### config.mk
export PLATFORM = sky130hd
export DESIGN_NAME = ram_arbiter_flat
export DESIGN_NICKNAME = d
export VERILOG_FILES = /design/src/rtl/ram_arbiter_if.sv /design/src/rtl/ram_arbiter.sv /design/src/flat_wrapper.sv
export SDC_FILE = /design/constraint.sdc
export NUM_CORES = 1
export LEC_CHECK = 0
export ABC_CLOCK_PERIOD_IN_PS = 1400
export BUFFER_PORTS_ARGS = -buffer_cell sky130_fd_sc_hd__clkbuf_2
export CORE_MARGIN = 1.5
export CORE_UTILIZATION = 42
export CTS_CLUSTER_SIZE = 25
export DETAILED_ROUTE_END_ITERATION = 8
export HOLD_SLACK_MARGIN = 0.05
export MAX_ROUTING_LAYER = met4
export PLACE_DENSITY_LB_ADDON = 0.15
export RECOVER_POWER = 50
export SYNTH_ARGS = -nofsm -noshare
export SYNTH_HDL_FRONTEND = slang
export SYNTH_SLANG_ARGS = --single-unit
### constraint.sdc
create_clock -name clk -period 1.4 [get_ports clk]
set_clock_uncertainty 0.05 [all_clocks]
set_input_delay 0.14 -clock clk [delete_from_list [all_inputs] [get_ports clk]]
set_output_delay 0.14 -clock clk [all_outputs]
set_load 0.01 [all_outputs]
### src/rtl/ram_arbiter_if.sv
// Client-side bus of the two-port RAM arbiter: per-requester valid/ready
// handshake, write payload, tagged read return and the init_done status.
interface ram_arbiter_if #(
    parameter int DATA_WIDTH = 8,
    parameter int N_WORDS    = 16
);
    localparam int AW = $clog2(N_WORDS);

    logic                  req0;
    logic                  we0;
    logic [AW-1:0]         addr0;
    logic [DATA_WIDTH-1:0] wdata0;
    logic                  gnt0;
    logic                  rvalid0;

    logic                  req1;
    logic                  we1;
    logic [AW-1:0]         addr1;
    logic [DATA_WIDTH-1:0] wdata1;
    logic                  gnt1;
    logic                  rvalid1;

    logic [DATA_WIDTH-1:0] rdata;
    logic                  init_done;

    // Arbiter side
    modport slave (
        input  req0, we0, addr0, wdata0,
        input  req1, we1, addr1, wdata1,
        output gnt0, rvalid0, gnt1, rvalid1, rdata, init_done
    );

    // Client side
    modport master (
        output req0, we0, addr0, wdata0,
        output req1, we1, addr1, wdata1,
        input  gnt0, rvalid0, gnt1, rvalid1, rdata, init_done
    );
endinterface

### src/rtl/ram_arbiter.sv
// Round-robin front end sharing one synchronous single-port RAM between two
// requesters. Clears the RAM to INIT_VALUE after reset, then arbitrates with
// a combinational grant and returns reads two cycles after the handshake.
module ram_arbiter #(
    parameter int DATA_WIDTH = 8,
    parameter int N_WORDS    = 16,
    parameter int INIT_VALUE = 0,
    localparam int AW        = $clog2(N_WORDS)
) (
    input  logic                  clk,
    input  logic                  rst,
    ram_arbiter_if.slave          bus,
    output logic                  ram_we,
    output logic [AW-1:0]         ram_address,
    output logic [DATA_WIDTH-1:0] ram_data_in,
    input  logic [DATA_WIDTH-1:0] ram_data_out
);
    localparam logic [0:0] ST_INIT = 1'b0;
    localparam logic [0:0] ST_RUN  = 1'b1;

    logic [0:0]            state_q, state_d;
    logic [AW-1:0]         cnt_q, cnt_d;
    logic                  last_q, last_d;
    logic                  ram_we_q, ram_we_d;
    logic [AW-1:0]         ram_addr_q, ram_addr_d;
    logic [DATA_WIDTH-1:0] ram_din_q, ram_din_d;
    // Read-return pipeline: bit 0 is the stage loaded at the handshake edge,
    // bit 1 is the stage whose contents line up with ram_data_out.
    logic [1:0]            rv_q, rv_d;
    logic [1:0]            tag_q, tag_d;

    logic                  run;
    logic [1:0]            req;
    logic [1:0]            gnt;
    logic [1:0]            rvalid_vec;
    logic                  win;
    logic                  xfer;

    assign run = (state_q == ST_RUN);
    assign req = {bus.req1, bus.req0};

    // Grant: a lone requester always wins; on a tie the one not served last wins
    always_comb begin
        gnt    = 2'b00;
        gnt[0] = run && req[0] && (!req[1] || last_q);
        gnt[1] = run && req[1] && (!req[0] || !last_q);
    end

    assign win  = gnt[1];
    assign xfer = |gnt;

    // One rvalid per requester, decoded from the tag in the last pipeline stage
    for (genvar gi = 0; gi < 2; gi++) begin : g_rvalid
        assign rvalid_vec[gi] = rv_q[1] && (tag_q[1] == 1'(gi));
    end

    assign bus.gnt0      = gnt[0];
    assign bus.gnt1      = gnt[1];
    assign bus.rvalid0   = rvalid_vec[0];
    assign bus.rvalid1   = rvalid_vec[1];
    assign bus.rdata     = ram_data_out;
    assign bus.init_done = run;

    assign ram_we      = ram_we_q;
    assign ram_address = ram_addr_q;
    assign ram_data_in = ram_din_q;

    // Next state: clear sweep in INIT, register the winning transfer in RUN
    always_comb begin
        state_d    = state_q;
        cnt_d      = cnt_q;
        last_d     = last_q;
        ram_we_d   = 1'b0;
        ram_addr_d = ram_addr_q;
        ram_din_d  = ram_din_q;
        rv_d       = {rv_q[0], 1'b0};
        tag_d      = {tag_q[0], 1'b0};

        if (state_q == ST_INIT) begin
            ram_we_d   = 1'b1;
            ram_addr_d = cnt_q;
            ram_din_d  = DATA_WIDTH'(INIT_VALUE);
            cnt_d      = cnt_q + AW'(1);
            if (cnt_q == AW'(N_WORDS - 1)) begin
                state_d = ST_RUN;
            end
        end else if (xfer) begin
            last_d     = win;
            ram_we_d   = win ? bus.we1 : bus.we0;
            ram_addr_d = win ? bus.addr1 : bus.addr0;
            ram_din_d  = win ? bus.wdata1 : bus.wdata0;
            if (!(win ? bus.we1 : bus.we0)) begin
                rv_d[0]  = 1'b1;
                tag_d[0] = win;
            end
        end
    end

    // State registers; reset also drops any read still in flight
    always_ff @(posedge clk) begin
        if (rst) begin
            state_q    <= ST_INIT;
            cnt_q      <= '0;
            last_q     <= 1'b1;
            ram_we_q   <= 1'b0;
            ram_addr_q <= '0;
            ram_din_q  <= '0;
            rv_q       <= 2'b00;
            tag_q      <= 2'b00;
        end else begin
            state_q    <= state_d;
            cnt_q      <= cnt_d;
            last_q     <= last_d;
            ram_we_q   <= ram_we_d;
            ram_addr_q <= ram_addr_d;
            ram_din_q  <= ram_din_d;
            rv_q       <= rv_d;
            tag_q      <= tag_d;
        end
    end
endmodule

### src/flat_wrapper.sv
// flat-port wrapper written by rule: the top's interface ports become plain ports
module ram_arbiter_flat 
#(
    parameter int DATA_WIDTH = 8,
    parameter int N_WORDS    = 16,
    parameter int INIT_VALUE = 0,
    localparam int AW        = $clog2(N_WORDS)
)
  (clk, rst, ram_we, ram_address, ram_data_in, ram_data_out, bus_req0, bus_we0, bus_addr0, bus_wdata0, bus_req1, bus_we1, bus_addr1, bus_wdata1, bus_gnt0, bus_rvalid0, bus_gnt1, bus_rvalid1, bus_rdata, bus_init_done);
  ram_arbiter_if #(.DATA_WIDTH(DATA_WIDTH), .N_WORDS(N_WORDS)) bus_i ();
  input  logic clk;
  input  logic rst;
  output logic ram_we;
  output logic [AW-1:0] ram_address;
  output logic [DATA_WIDTH-1:0] ram_data_in;
  input  logic [DATA_WIDTH-1:0] ram_data_out;
  input wire logic [$bits(bus_i.req0)-1:0] bus_req0;
  input wire logic [$bits(bus_i.we0)-1:0] bus_we0;
  input wire logic [$bits(bus_i.addr0)-1:0] bus_addr0;
  input wire logic [$bits(bus_i.wdata0)-1:0] bus_wdata0;
  input wire logic [$bits(bus_i.req1)-1:0] bus_req1;
  input wire logic [$bits(bus_i.we1)-1:0] bus_we1;
  input wire logic [$bits(bus_i.addr1)-1:0] bus_addr1;
  input wire logic [$bits(bus_i.wdata1)-1:0] bus_wdata1;
  output wire logic [$bits(bus_i.gnt0)-1:0] bus_gnt0;
  output wire logic [$bits(bus_i.rvalid0)-1:0] bus_rvalid0;
  output wire logic [$bits(bus_i.gnt1)-1:0] bus_gnt1;
  output wire logic [$bits(bus_i.rvalid1)-1:0] bus_rvalid1;
  output wire logic [$bits(bus_i.rdata)-1:0] bus_rdata;
  output wire logic [$bits(bus_i.init_done)-1:0] bus_init_done;
  assign bus_i.req0 = bus_req0;
  assign bus_i.we0 = bus_we0;
  assign bus_i.addr0 = bus_addr0;
  assign bus_i.wdata0 = bus_wdata0;
  assign bus_i.req1 = bus_req1;
  assign bus_i.we1 = bus_we1;
  assign bus_i.addr1 = bus_addr1;
  assign bus_i.wdata1 = bus_wdata1;
  assign bus_gnt0 = bus_i.gnt0;
  assign bus_rvalid0 = bus_i.rvalid0;
  assign bus_gnt1 = bus_i.gnt1;
  assign bus_rvalid1 = bus_i.rvalid1;
  assign bus_rdata = bus_i.rdata;
  assign bus_init_done = bus_i.init_done;
  ram_arbiter #(.DATA_WIDTH(DATA_WIDTH), .N_WORDS(N_WORDS), .INIT_VALUE(INIT_VALUE)) u_core (.clk(clk), .rst(rst), .bus(bus_i), .ram_we(ram_we), .ram_address(ram_address), .ram_data_in(ram_data_in), .ram_data_out(ram_data_out));
endmodule
# [Word level (Yosys, flattened, before mapping)]
# Cells that the tools add are included.
# Widths: inputs -> output; s select.
[op_classes] n_addsub=1 multipliers=0 div=0 order_cmp=0 eq_ne=2 shift=0 muxes=10 bitwise_logic=3 reduce_logical=16
[op_table] op="$mux 4" n=3
[op_table] op="$mux 8" n=1
[op_table] op="$logic_and 1x1->1" n=6
[op_table] op="$mux 1" n=6
[op_table] op="$add 4x1->4 const B" n=1
[op_table] op="$eq 4x4->1 const B" n=1
[op_table] op="$reduce_or 2->1" n=2
[op_table] op="$reduce_or 4->1" n=1
[op_table] op="$logic_not 1->1" n=3
[op_table] op="$not 1->1" n=3
[op_table] op="$reduce_or 3->1" n=1
[op_table] op="$logic_or 1x1->1" n=2
[op_table] op="$ne 2x2->1 const B" n=1
[op_table] op="$reduce_and 2->1" n=1
[totals] regBits=23 latch_bits=0 mem_bits_rw=0 rom_bits=0 mem_count=0

# [Depth between registers and ports, before layout]
[logic_depth] depth_word=6 depth_mapped=6 ltp_nobuf=5

# [Worst setup path before layout]
# No wires, ideal clock.
[synth_timing] path_kind="reg2reg" start="register u_core.state_q (netlist: u_core.bus.init_done)" end="register u_core.ram_we_q (netlist: u_core.ram_we)" arrival_ps=1191 setup_slack_ps=34 path_stages_with_launch=6 path_cell_list="dfxtp_1 buf_6 nand3_4 inv_1 mux2_4 o2bb2ai_1"
[synth_between] elab_chain_len=5 word_cells_on_any_way=8
[synth_lines] element="from (decl)" line="ram_arbiter.sv:21" text="logic [0:0] state_q, state_d;"
[synth_lines] element="from (signal assigned)" line="ram_arbiter.sv:111" text="state_q <= state_d;"
[synth_lines] element="$logic_and 1x1->1 (*) (2 in series)" line="ram_arbiter.sv:46" text="gnt[1] = run && req[1] && (!req[0] || !last_q);"
[synth_lines] element="via bus_gnt1" line="flat_wrapper.sv:27" text="output wire logic [$bits(bus_i.gnt1)-1:0] bus_gnt1;"
[synth_lines] element="$mux 1 or $reduce_or 2->1 (tied branches)" line="ram_arbiter.sv:89, ram_arbiter.sv:50"
[synth_lines] element="$mux 1 (*)" line="ram_arbiter.sv:87" text="end else if (xfer) begin"
[synth_lines] element="$mux 1 (*)" line="ram_arbiter.sv:79" text="if (state_q == ST_INIT) begin"
[synth_lines] element="to (signal assigned)" line="ram_arbiter.sv:114" text="ram_we_q <= ram_we_d;"
[synth_lines] element="to (decl)" line="ram_arbiter.sv:24" text="logic ram_we_q, ram_we_d;"
# Mark *: on every way through the listed nets, which the timed path passes. The rest lies on a longest branch.
# A chain may end at the register's enable or synchronous reset.

# [Final worst setup path]
[layout_timing] start="register u_core.state_q (netlist: u_core.bus.init_done)" end="output bus_gnt0"
[layout_between] elab_chain_len=2
[layout_lines] element="$logic_and 1x1->1 (2 in series)" line="ram_arbiter.sv:45" text="gnt[0] = run && req[0] && (!req[1] || last_q);"
[layout_lines] element="to (decl)" line="flat_wrapper.sv:25" text="output wire logic [$bits(bus_i.gnt0)-1:0] bus_gnt0;"
# Every way passes these cells.

==> impl_metrics.json <==
{
  "status": "complete, no violations",
  "clockBufferDepth": 2,
  "pwr_density_cell_nw_per_um2": 812.4,
  "worst_setup_path_end_kind": "output port",
  "cts_root_buf": "clkbuf_4",
  "drt-total-wl_um": 2281,
  "die_w_um": 54.09,
  "rr_worst_depth": 4,
  "fillers": 243,
  "grt_max_degree": 18,
  "antenna_left": 0,
  "yosysTopAreaCellShare_pct": 42.01,
  "coreArea_um2": 2477,
  "power_leakage_uw": 0.0006552,
  "drt-vias-per-instance": 4.904,
  "async_flop_share_pct": 0,
  "yosys.area_share.simple_pct": 16.44,
  "grt_overflow_total": 0,
  "rsz0062_at_grt": "no",
  "slew_headroom_pct": 65.61,
  "wl_per_cell_um": 12.20,
  "synth_compound_area_share_pct": 13.01,
  "grt.total_usage_pct": 17.06,
  "gp_congestion": 0.6944,
  "synth.net_count": 150,
  "cp_slowest_cell": "dfxtp_2",
  "cts_inserted_buffers": 3,
  "r2r-start": "u_core.bus.init_done$_SDFF_PP0_",
  "port_buffers": 47,
  "drc": 0,
  "via_count": 917,
  "dp_slack_ns": 0.06270,
  "dr.pass1.iters": 4,
  "dieArea_um2": 2925,
  "setup_viol": 0,
  "cpLargestDelayFamily": "flip-flops",
  "finalHoldViolations": 0,
  "critPathMaxStageDelay_ns": 0.43,
  "seq_area_frac_synth_pct": 42.01,
  "regArea_um2": 461.7,
  "r2r_slack_ns": 0.16,
  "power.total_uw": 1099,
  "fin_crit_sh_pct": 89.06,
  "dpl-instance-area_um2": 1313,
  "netlist_area_um2": 1096,
  "antenna_found_initial": 0,
  "htree_levels": 1,
  "cp_cell_sequence": "nand2_1 -> a21oi_1 -> clkbuf_2",
  "synth_most_common_cell": "dfxtp_1",
  "post_synth_fa_ha_maj_area_fraction_pct": 1.142,
  "dp_hpwl_um": 1759,
  "drt_iter0_markers": 2,
  "clk_latency_ns": 0.30,
  "fin_cells": 187,
  "rows": 18,
  "synth_xor_area_share_pct": 1.598,
  "max_freq_ghz": 0.8020,
  "critical_path_depth": 3,
  "hold_class": "in2reg",
  "crit_path_start_kind": "flip-flop",
  "synth_common_cells": "23 x dfxtp_1, 14 x nor2_1, 13 x mux2i_1, 9 x nor2b_1, 8 x buf_4",
  "cap_violations": 0,
  "reg2reg_to": "u_core.ram_data_in[0]$_SDFFE_PP0P_",
  "dominantRegCellSynth": "dfxtp_1",
  "slew_viol_final": 0,
  "ys_types": 30,
  "cts_sinks": 23,
  "grt_pass1_wl_um": 3491,
  "cp.arrival_ns": 1.06,
  "cts_tree": "built",
  "nets": 197,
  "finalInstanceArea_um2": 1353,
  "worst_slack_ns": 0.1531,
  "critPathRequiredTime_ns": 1.21,
  "synth_area_leaders": "dfxtp_1 42%, mux2i_1 12%, buf_4 5.5%",
  "startpoint": "u_core.bus.init_done$_SDFF_PP0_",
  "avgSynthCellArea_um2": 9.874,
  "drive_above_1_share_pct": 32.48,
  "tightest_slew_ns": 0.5159,
  "initial_core_util_pct": 44.24,
  "syn_inst": 111,
  "grt_pass1_vias": 812,
  "ys_ff_latch": 23,
  "multi_input_comb_area_um2": 498.0,
  "postCtsSetupBuffers": 0,
  "fin_setup_tns_ns": 0,
  "ir_drop_uv": 472.6,
  "ys.warnings.count": 0,
  "synth_top_family_by_area": "simple AND/OR/NAND/NOR gates",
  "synthToLayoutAreaGrowth_pct": 23.40,
  "path_clk_slew_ns": 0.13,
  "path_class": "reg2out",
  "antenna_cells": 0,
  "yosysTopAreaCell": "dfxtp_1",
  "dpl.cell_count": 180,
  "synth-edff-count": 0,
  "path_buf_inv": 1,
  "die_h_um": 54.09,
  "pin_count": 64,
  "period_minus_slack_ns": 1.247,
  "endpoint": "bus_gnt0",
  "path_max_fanout": 5,
  "synthMuxAreaShare_pct": 13.24
}
==> layout make-up <==
type / count / area share [%]
timing repair buffer: 56 / 23.40
clock inverter: 1 / 0.3700
inverter: 3 / 0.8326
tap: 30 / 2.775
multi-input combinational: 71 / 36.82
clock buffer: 3 / 1.665
sequential: 23 / 34.14
==> repair_timing <==
action	4_1_cts	5_1_grt
endpoints found under the setup margin	0	5
hold buffers	2	1
endpoints found under the hold margin	2	1
gates resized for setup	0	1
==> flip-flops by register name, indices dropped and copies added, names as in the netlist <==
signal                flops
u_core.rv_q               2
u_core.tag_q              2
u_core.cnt_q              4
u_core.last_q             1
u_core.ram_data_in        8
u_core.ram_we             1
u_core.ram_address        4
u_core.bus.init_done      1
==> power breakdown <==
part	switching (µW)	internal [µW]
Clock	196	106
Combinational	50.9	65.9
Sequential	10.7	668
==> worst min-delay path by stage <==
stage	start	endpoint	slack [ns]	cells past startpoint
2_1_floorplan	rst	u_core.rv_q[1]$_SDFF_PP0_	0.16	1
3_3_place_gp	ram_data_out[6]	bus_rdata[6]	0.23	0
3_5_place_dp	ram_data_out[6]	bus_rdata[6]	0.23	0
4_1_cts	bus_addr1[2]	u_core.ram_address[2]$_SDFFE_PP0P_	0.05	3
5_1_grt	bus_addr0[1]	u_core.ram_address[1]$_SDFFE_PP0P_	0.05	3
6_report	bus_addr1[2]	u_core.ram_address[2]$_SDFFE_PP0P_	0.06	3
==> routing by layer <==
| layer | vias up | track usage, % | wire [µm] |
|---|---|---|---|
| met3 | 0 | 4.722 | 163 |
| met1 | 415 | 20.89 | 1064 |
| met5 | - | - | 0 |
| met4 | 0 | 5.417 | 0 |
| met2 | 37 | 27.24 | 1054 |
| li1 | 465 | - | - |
==> kinds of logic after synthesis <==
logic type / Yosys count
AOI/OAI and AO/OA: 20
xor gates and xnor gates: 2
adders and majority gates: 1
buffers and inverters: 17
DFF: 23
muxes: 14
and+or+nand+nor: 34
==> placed cells by master (no fill, tap or decap), drive strengths merged, types with 2 or more instances in the layout <==
cell type    netlist  layout
nand2              4       4
clkbuf             1      51
inv                3       3
dlygate4sd3        0       3
nor2b             10      10
o22ai              4       4
a31oi              5       5
a211oi             8       8
nor2              15      15
dfxtp             23      23
buf               13       5
nor3               2       2
mux2i             13      13
nand3              2       2
==> stage by stage <==
stage	utilization [%]	hold slack (ns)
after detailed placement	52.98	0.2301
after floorplan	-	0.1616
final	54.60	0.06032
after global placement	52.98	0.2301
after global routing	54.60	0.05275
after CTS	54.90	0.05153
==> tightest hold or removal path, cell delays in order <==
cell and delay, ns:
clkbuf_2 0.08, mux2i_1 0.05, o22ai_1 0.10
Power figures use the tool's default switching activity.
